**src/rtl/ozdefs.sv**
```systemverilog
// Shared link-training definitions: LTSSM state encoding and PCIe 8b/10b
// ordered-set symbol values used by the transmit-side schedulers.
package ozdefs;

  typedef enum logic [4:0] {
    DETECT_QUIET             = 5'd0,
    DETECT_ACTIVE            = 5'd1,
    POLLING_ACTIVE           = 5'd2,
    POLLING_ACTIVE_START_TS1 = 5'd3,
    POLLING_CONFIG           = 5'd4,
    POLLING_COMPLIANCE       = 5'd5,
    CONFIG_LINKWIDTH_START   = 5'd6,
    CONFIG_LINKWIDTH_ACCEPT  = 5'd7,
    CONFIG_LANENUM_WAIT      = 5'd8,
    CONFIG_LANENUM_ACCEPT    = 5'd9,
    CONFIG_COMPLETE          = 5'd10,
    CONFIG_IDLE              = 5'd11,
    L0                       = 5'd12,
    RECOVERY_RCVRLOCK        = 5'd13,
    RECOVERY_RCVRCFG         = 5'd14,
    RECOVERY_IDLE            = 5'd15,
    L0S                      = 5'd16,
    L1                       = 5'd17,
    L2                       = 5'd18,
    DISABLED                 = 5'd19,
    LOOPBACK                 = 5'd20,
    HOT_RESET                = 5'd21
  } LTSSM_State;

  localparam logic [7:0] SYM_COM   = 8'hBC;  // K28.5
  localparam logic [7:0] SYM_SKP   = 8'h1C;  // K28.0
  localparam logic [7:0] SYM_TS1ID = 8'h4A;  // D10.2
  localparam logic [7:0] SYM_TS2ID = 8'h45;  // D5.2

endpackage

```
**src/rtl/os_scheduler.sv**
```systemverilog
// Ordered-set scheduler: emits TS1/TS2/SKP ordered sets one symbol per clock,
// choosing the next set only at set boundaries and inserting periodic SKPs.
module os_scheduler
  import ozdefs::*;
#(
  parameter int SKP_INTERVAL = 8
) (
  input  logic        clk,
  input  logic        p2md_rstn,
  input  logic        en_n,
  input  LTSSM_State  currLtssmState,
  input  logic [39:0] ts1Bytes1Thru5,
  input  logic [39:0] ts2Bytes1Thru5,
  output logic [7:0]  rxdata,
  output logic        rxdatak,
  output logic        rxvalid,
  output logic        os_start,
  output logic        os_done,
  output logic [15:0] ts_count
);

  localparam logic [1:0] IDLE     = 2'd0;
  localparam logic [1:0] SEND_TS  = 2'd1;
  localparam logic [1:0] SEND_SKP = 2'd2;

  localparam logic [1:0] SEL_NONE = 2'd0;
  localparam logic [1:0] SEL_SKP  = 2'd1;
  localparam logic [1:0] SEL_TS1  = 2'd2;
  localparam logic [1:0] SEL_TS2  = 2'd3;

  localparam logic [3:0] TS_LAST  = 4'd15;
  localparam logic [3:0] SKP_LAST = 4'd3;
  localparam logic [7:0] SKP_LIMIT = 8'(SKP_INTERVAL);

  logic [1:0]  state;
  logic [3:0]  ptr;
  logic [39:0] snap;
  logic        is_ts2;
  logic [1:0]  prev_sel;
  logic [7:0]  skp_cnt;

  logic [1:0]  sel;
  logic        last_sym;
  logic        decide;
  logic        go;
  logic        changed;
  logic        ts_done;
  logic [7:0]  skp_inc;
  logic        insert_skp;

  always_comb begin
    sel = SEL_NONE;
    case (currLtssmState)
      POLLING_ACTIVE:           sel = SEL_SKP;
      POLLING_ACTIVE_START_TS1,
      CONFIG_LINKWIDTH_START,
      CONFIG_LINKWIDTH_ACCEPT,
      CONFIG_LANENUM_ACCEPT,
      CONFIG_COMPLETE,
      CONFIG_IDLE,
      L0:                       sel = SEL_TS1;
      POLLING_CONFIG:           sel = SEL_TS2;
      default:                  sel = SEL_NONE;
    endcase
  end

  // A decision point is any IDLE cycle or the cycle showing the final symbol,
  // so the choice made here lands on the very next cycle with no gap.
  assign ts_done    = (state == SEND_TS) && (ptr == TS_LAST);
  assign last_sym   = ts_done || ((state == SEND_SKP) && (ptr == SKP_LAST));
  assign decide     = (state == IDLE) || last_sym;
  assign go         = !en_n && (sel != SEL_NONE);
  assign changed    = (sel != prev_sel);
  assign skp_inc    = skp_cnt + 8'd1;
  assign insert_skp = ts_done && !changed && (skp_inc >= SKP_LIMIT);

  // NOTE: all state below uses non-blocking assignments so every register
  // sees the pre-edge values of its neighbours, independent of statement order.
  always_ff @(posedge clk or negedge p2md_rstn) begin
    if (!p2md_rstn) begin
      state    <= IDLE;
      ptr      <= 4'd0;
      snap     <= 40'd0;
      is_ts2   <= 1'b0;
      prev_sel <= SEL_NONE;
      skp_cnt  <= 8'd0;
      ts_count <= 16'd0;
    end else if (decide) begin
      prev_sel <= sel;
      ptr      <= 4'd0;

      if (changed) begin
        ts_count <= 16'd0;
        skp_cnt  <= 8'd0;
      end else if (ts_done) begin
        if (ts_count != 16'hFFFF) ts_count <= ts_count + 16'd1;
        skp_cnt <= insert_skp ? 8'd0 : skp_inc;
      end else if (state == SEND_SKP) begin
        skp_cnt <= 8'd0;
      end

      if (!go) begin
        state <= IDLE;
      end else if ((sel == SEL_SKP) || insert_skp) begin
        state <= SEND_SKP;
      end else begin
        // Symbols 1..5 are frozen here so mid-set input changes cannot tear the set.
        state  <= SEND_TS;
        is_ts2 <= (sel == SEL_TS2);
        snap   <= (sel == SEL_TS2) ? ts2Bytes1Thru5 : ts1Bytes1Thru5;
      end
    end else if (state != IDLE) begin
      ptr <= ptr + 4'd1;
    end
  end

  always_comb begin
    rxdata   = 8'h00;
    rxdatak  = 1'b0;
    rxvalid  = 1'b0;
    os_start = 1'b0;
    os_done  = 1'b0;
    case (state)
      SEND_TS: begin
        rxvalid  = 1'b1;
        os_start = (ptr == 4'd0);
        os_done  = (ptr == TS_LAST);
        case (ptr)
          4'd0: begin
            rxdata  = SYM_COM;
            rxdatak = 1'b1;
          end
          4'd1:    rxdata = snap[7:0];
          4'd2:    rxdata = snap[15:8];
          4'd3:    rxdata = snap[23:16];
          4'd4:    rxdata = snap[31:24];
          4'd5:    rxdata = snap[39:32];
          default: rxdata = is_ts2 ? SYM_TS2ID : SYM_TS1ID;
        endcase
      end
      SEND_SKP: begin
        rxvalid  = 1'b1;
        rxdatak  = 1'b1;
        os_start = (ptr == 4'd0);
        os_done  = (ptr == SKP_LAST);
        rxdata   = (ptr == 4'd0) ? SYM_COM : SYM_SKP;
      end
      default: begin
        rxdata  = 8'h00;
        rxdatak = 1'b0;
        rxvalid = 1'b0;
      end
    endcase
  end

endmodule

```
**config.mk**
```make
export PLATFORM = sky130hd
export DESIGN_NAME = os_scheduler
export DESIGN_NICKNAME = d
export VERILOG_FILES = /design/src/rtl/ozdefs.sv /design/src/rtl/os_scheduler.sv
export SDC_FILE = /design/constraint.sdc
export NUM_CORES = 1
export LEC_CHECK = 0
export CORE_ASPECT_RATIO = 0.9
export CORE_MARGIN = 4
export CORE_UTILIZATION = 53
export CTS_CLUSTER_SIZE = 10
export DETAILED_ROUTE_END_ITERATION = 16
export GPL_ROUTABILITY_DRIVEN = 0
export GPL_TIMING_DRIVEN = 0
export PLACE_DENSITY = 0.87
export SLEW_MARGIN = 30
export SYNTH_ARGS = -nofsm -noshare
export SYNTH_HDL_FRONTEND = slang
export SYNTH_SLANG_ARGS = --single-unit
```
**constraint.sdc**
```tcl
create_clock -name clk -period 6.8 [get_ports clk]
set_input_delay 2.04 -clock clk [delete_from_list [all_inputs] [get_ports clk]]
set_output_delay 2.04 -clock clk [all_outputs]
set_load 0.02 [all_outputs]
```
# --- Word-level counts from Yosys, hierarchy flattened ---
# Memory sizes are Yosys's and may differ from the RTL's.
# Cells that the tools add are included.
classes:
  addsub: 3
  order_cmp: 1
  eq_ne: 12
  n_mux: 22
  n_bitwise: 1
  reduce_logical: 22
op_table:
  columns: ["cell", "count"]
  rows:
  - ["16-bit 2-to-1 mux", 3]
  - ["8-bit case mux with 6 select lines", 1]
  - ["40-bit 2-to-1 mux", 1]
  - ["8-bit 2-to-1 mux", 5]
  - ["16-bit by 1-bit adder with 16-bit output, second input constant", 1]
  - ["16-bit != test, second input constant", 1]
  - ["8-bit case mux with 2 select lines", 1]
  - ["4-bit 2-to-1 mux", 3]
  - ["2-bit nonzero test", 5]
  - ["8-bit by 1-bit adder with 8-bit output, second input constant", 1]
  - ["4-bit by 2-bit equality test with 1-bit output, second input constant", 2]
  - ["4-bit by 3-bit equality test with 1-bit output, second input constant", 2]
  - ["8-bit by 4-bit >= comparator with 1-bit output, second input constant", 1]
  - ["2-bit 2-to-1 mux", 3]
  - ["3-bit AND reduction", 2]
  - ["1-bit logical AND", 5]
  - ["4-bit by 1-bit adder with 4-bit output, second input constant", 1]
  - ["2-bit by 1-bit equality test with 1-bit output, second input constant", 2]
  - ["2-bit equality test, second input constant", 2]
  - ["4-bit by 1-bit equality test with 1-bit output, second input constant", 1]
  - ["4-bit equality test, second input constant", 1]
  - ["4-bit zero test", 1]
  - ["1-bit case mux with 2 select lines", 2]
  - ["1-bit logical OR", 3]
  - ["8 further kinds", 11]
word_totals:
  register_bits: 73
  mem_bits_ro: 32
  in_bits: 88
  output_inout_bits: 28
  word_cells: 69
  mem_count: 1
mem_list:
  columns: ["memory", "depth", "width", "read_ports", "rd_clocked_by_memory_dff", "write_ports", "line", "source"]
  rows:
  - ["(no name shown)", 16, 2, 1, 0, 0, "os_scheduler.sv:53", "case (currLtssmState)"]

# --- Depth between registers and ports, before layout ---
# An unclocked memory read counts as a cell.
logic_depth:
  ltp_word: 9
  depth_mapped: 9
  depth_no_buf: 8

# --- Worst setup path before layout ---
# OpenSTA, ideal clock, no wires.
synth_path:
  kind: "input to register"
  from: "input currLtssmState[2]"
  to: "register snap[0]"
  setup_ns: 0.125
  arrival_ns: 4.051
  required_ns: 6.675
  setup_slack_ns: 2.624
  cell_stages: 8
  n_path_buf: 2
  cell_sequence: "buf_4 > nor2b_4 > a211oi_1 > o31a_2 > nor3_4 > a2111oi_4 > buf_6 > mux2_2"
synth_between:
  elab_chain_cells: 9
  elab_cells_between_ends: 14
  classes_between: "eq/ne: 3; mux: 2; bitwise: 1; reduce/logical: 7; memory: 1"
synth_rtl:
  columns: ["element", "line", "source"]
  rows:
  - ["start: declaration", "os_scheduler.sv:11", "input LTSSM_State currLtssmState,"]
  - ["memory 16 x 2 bit (*)", null, null]
  - ["2-bit 2-to-1 mux (*)", "os_scheduler.sv:53", null]
  - ["2-bit != test", "os_scheduler.sv:73", "assign changed = (sel != prev_sel);"]
  - ["1-bit zero test", "os_scheduler.sv:75", "assign insert_skp = ts_done && !changed && (skp_inc >= SKP_LIMIT);"]
  - ["1-bit logical AND (2 in series)", "os_scheduler.sv:75", null]
  - ["1-bit logical OR", "os_scheduler.sv:104", "end else if ((sel == SEL_SKP) || insert_skp) begin"]
  - ["1-bit inverter (no source line)", null, null]
  - ["3-bit AND reduction (no source line)", null, null]
  - ["end signal: assignment", "os_scheduler.sv:110", "snap <= (sel == SEL_TS2) ? ts2Bytes1Thru5 : ts1Bytes1Thru5;"]
  - ["end: declaration", "os_scheduler.sv:37", "logic [39:0] snap;"]
# Mark *: on every way between the ends. The rest lies on a longest branch, timed or not.
# A chain may end at the register's enable or synchronous reset.

# --- Worst setup path after layout ---
layout_path:
  from: "register ptr[0]"
  to: "output rxdata[2]"
layout_between:
  elab_chain_cells: 3
  elab_cells_between_ends: 8
  classes_between: "eq/ne: 5; mux: 2; reduce/logical: 1"
layout_rtl:
  columns: ["element", "line", "source"]
  rows:
  - ["start: declaration", "os_scheduler.sv:36", "logic [3:0] ptr;"]
  - ["start signal: assignment", "os_scheduler.sv:113", "ptr <= ptr + 4'd1;"]
  - ["4-bit by 3-bit equality test with 1-bit output (tied with other cells)", "os_scheduler.sv:128", "case (ptr)"]
  - ["8-bit case mux with 6 select lines (*)", "os_scheduler.sv:128", null]
  - ["8-bit case mux with 2 select lines (*)", "os_scheduler.sv:123", "case (state)"]
  - ["end: declaration", "os_scheduler.sv:14", "output logic [7:0] rxdata,"]
# Marks and branches as above.

==> flow_metrics.env <==
export IMPL_setup_tns_ns=0
export IMPL_cts_tree="yes"
export IMPL_die_area_um2=9460
export IMPL_status="finished clean"
export IMPL_port_buffer_count=114
export IMPL_drc=0
export IMPL_whs_ns=0.496
export IMPL_fin_crit_ns=5.17
export IMPL_drtIter0Drc=169
export IMPL_post_cts_buffers=0
export IMPL_clk_pin_slew_ns=0.08
export IMPL_cp_common_cell="a21oi_1"
export IMPL_max_slew_margin_rel_pct=41.4
export IMPL_ctsResizeCount=0
export IMPL_holdCritStartpoint="prev_sel[0]"
export IMPL_start_kind="register"
export IMPL_ir_drop_mv=0.137
export IMPL_initial_core_util_pct=55.2
export IMPL_area_growth_pct=35.3
export IMPL_fin_nets=610
export IMPL_rsz0062_at_grt="false"
export IMPL_finClkSkew_ns=0.0105
export IMPL_tightest_slew_ns=0.856
export IMPL_die_h_um=92.7
export IMPL_grt_pass1_vias=3554
export IMPL_cts_made_buffers=9
export IMPL_synthTopCellsByArea="dfrtp_1, mux2_2, nor2_1"
export IMPL_synth_seq_area_share_pct=43.2
export IMPL_syn_area_per_cell_um2=10.9
export IMPL_gr_total_overflow=0
export IMPL_min_path_type="register to register"
export IMPL_synth_edf_count=0
export IMPL_yosysMostFrequentCell="mux2_2"
export IMPL_ant_nets=0
export IMPL_dpl_hpwl_mm=8.64
export IMPL_power_leakage_nw=2.35
export IMPL_hold_path_end="prev_sel[0]"
export IMPL_pre_cts_slack_ns=1.82
export IMPL_drtPass1Iterations=5
export IMPL_worstPathMaxFanout=10
export IMPL_min_path_cells=2
export IMPL_worstSetupPathType="register to output port"
export IMPL_drv_cap=0
export IMPL_post_route_period_util_pct=76.0
export IMPL_cts_hold_buf=0
export IMPL_yosys_area_top_type="dfrtp_1"
export IMPL_clock_sinks=73
export IMPL_syn_num_nets=484
export IMPL_wl_per_cell_um=18.4
export IMPL_diodes=0
export IMPL_cts_root_buf="clkbuf_8"
export IMPL_drv_slew=0
export IMPL_fin_cells=614
export IMPL_wirelength_mm=11.3
export IMPL_grt_use_total_pct=24.4
export IMPL_ff2ff_setup_slack_ns=3.85
export IMPL_ys_ff_latch=73
export IMPL_max_freq_mhz=193
export IMPL_clock_latency_ns=0.35
export IMPL_r2r_end="snap[24]"
export IMPL_synthCells=387
export IMPL_crit_path_end_kind="output port"
export IMPL_io_pins=116
export IMPL_htree_levels=3
export IMPL_final_hold_viol_count=0
export IMPL_die_width_um=102
export IMPL_cp_slowest_cell="clkdlybuf4s50_1"
export IMPL_antenna_found_initial=0
export IMPL_timing_final_ws_setup_ns=1.63
export IMPL_p_per_area_nw_per_um2=213
export IMPL_drive_gt1_share_pct=20.3
export IMPL_worstPathArrival_ns=3.13
export IMPL_setup_violations=0
export IMPL_yosysTopAreaCellShare_pct=43.2
export IMPL_synth_cell_types=54
export IMPL_crit_path_max_incr_delay_ns=0.65
export IMPL_cp_required_ns=4.76
export IMPL_ys_async_sr_fraction_pct=100
export IMPL_r2r_start="state[1]"
export IMPL_grt_max_degree=47
export IMPL_mappedNetlistArea_um2=4220
export IMPL_ys_warn_count=0
export IMPL_grt_pass1_wl_mm=17.7
export IMPL_rr_worst_depth=9
export IMPL_vias_per_cell=5.91
export IMPL_coreArea_um2=7660
export IMPL_via_count=3628
export IMPL_worst_path_buf_inv=2
export IMPL_rows=30
export IMPL_crit_path_cell_trace="ha_1, clkbuf_1, o21ai_0, a21oi_1, nor2_1, nand3b_1, a21oi_1, clkdlybuf4s50_1"
export IMPL_synth_common_cells="mux2_2, dfrtp_1, nor2_1, nand2_1, a21oi_1"
export IMPL_cpLargestDelayFamily="buffers and inverters"
export IMPL_clockBufferDepth=2
export IMPL_dp_cells=598
export IMPL_synthFlopType="dfrtp_1"
worst reg2reg max path: stages (launching register included):
cell	delay (ns)
dfrtp_1	0.39
inv_1	0.10
ha_1	0.30
and3_1	0.18
o21ai_0	0.13
nor2b_1	0.16
clkbuf_1	0.24
a2111oi_4	0.74
buf_6	0.25
mux2_2	0.35
through the flow:
stage / util (%) / instance area [µm²] / power [mW]
global placement: 71.6 / 5490 / 0.851
detailed placement: 72.0 / 5510 / 0.873
CTS: 74.6 / 5710 / 1.22
global route: 74.6 / 5710 / 1.27
finish: 74.6 / 5710 / 1.22
floorplan: - / 4220 / 0.735
power breakdown:
group | switching [mW] | internal [mW]
Sequential | 0.0615 | 0.517
Combinational | 0.131 | 0.161
Clock | 0.176 | 0.172
sequential cells by signal, indices dropped and copies added, names as in the netlist:
register and flops:
ptr 4, skp_cnt 8, is_ts2 1, state 2
prev_sel 2, ts_count 16, snap 40
cell type report:
cell class,instances,area (µm²)
repair buffers,115,1170
fillers,528,1940
flip-flops and latches,73,1830
well taps,96,120
inverters,12,45.0
plain buffers,19,106
multi-input cells,283,2250
clock buffers,9,124
clock inverters,7,80.1
layout by cell type, fill, tap and decap left out, drive strengths merged, types with 5 or more instances in the layout:
| cell type | instances |
|---|---|
| clkbuf | 22 |
| nor2b | 8 |
| o21ai | 5 |
| xnor2 | 5 |
| xor2 | 11 |
| and3 | 7 |
| nor3 | 5 |
| nand2 | 21 |
| a221oi | 5 |
| nor2 | 35 |
| ha | 9 |
| dfrtp | 73 |
| clkdlybuf4s50 | 113 |
| a21oi | 17 |
| nand3 | 14 |
| mux2 | 81 |
| a31oi | 5 |
| inv | 12 |
| buf | 8 |
logic make-up (layout without fill, tap and decap cells):
group,Yosys count,count (layout),synth area share [%]
compound gates,64,64,11.2
xor+xnor,16,16,3.32
fa+ha+maj,9,9,2.67
buf+inv,31,162,3.58
flops,73,73,43.2
mux,84,84,22.3
simple gates,110,110,13.7
metal layers:
metal | routed length, µm | global-route usage [%] | vias to the layer above
li1 | - | - | 1672
met1 | 4580 | 31.4 | 1767
met2 | 5630 | 40.6 | 160
met3 | 775 | 5.35 | 29
met4 | 310 | 7.76 | 0
met5 | 0 | 0 | -
worst max-delay path by stage:
stage	start	end	slack, ns	depth (start not counted)
global route	ptr[0]	rxdata[2]	1.48	8
global placement	p2md_rstn	skp_cnt[5]	1.29	1
CTS	ptr[0]	rxdata[5]	1.65	7
floorplan	currLtssmState[2]	snap[0]	2.62	8
finish	ptr[0]	rxdata[2]	1.63	8
detailed placement	currLtssmState[0]	snap[24]	1.82	8
Power figures use the tool's default switching activity.
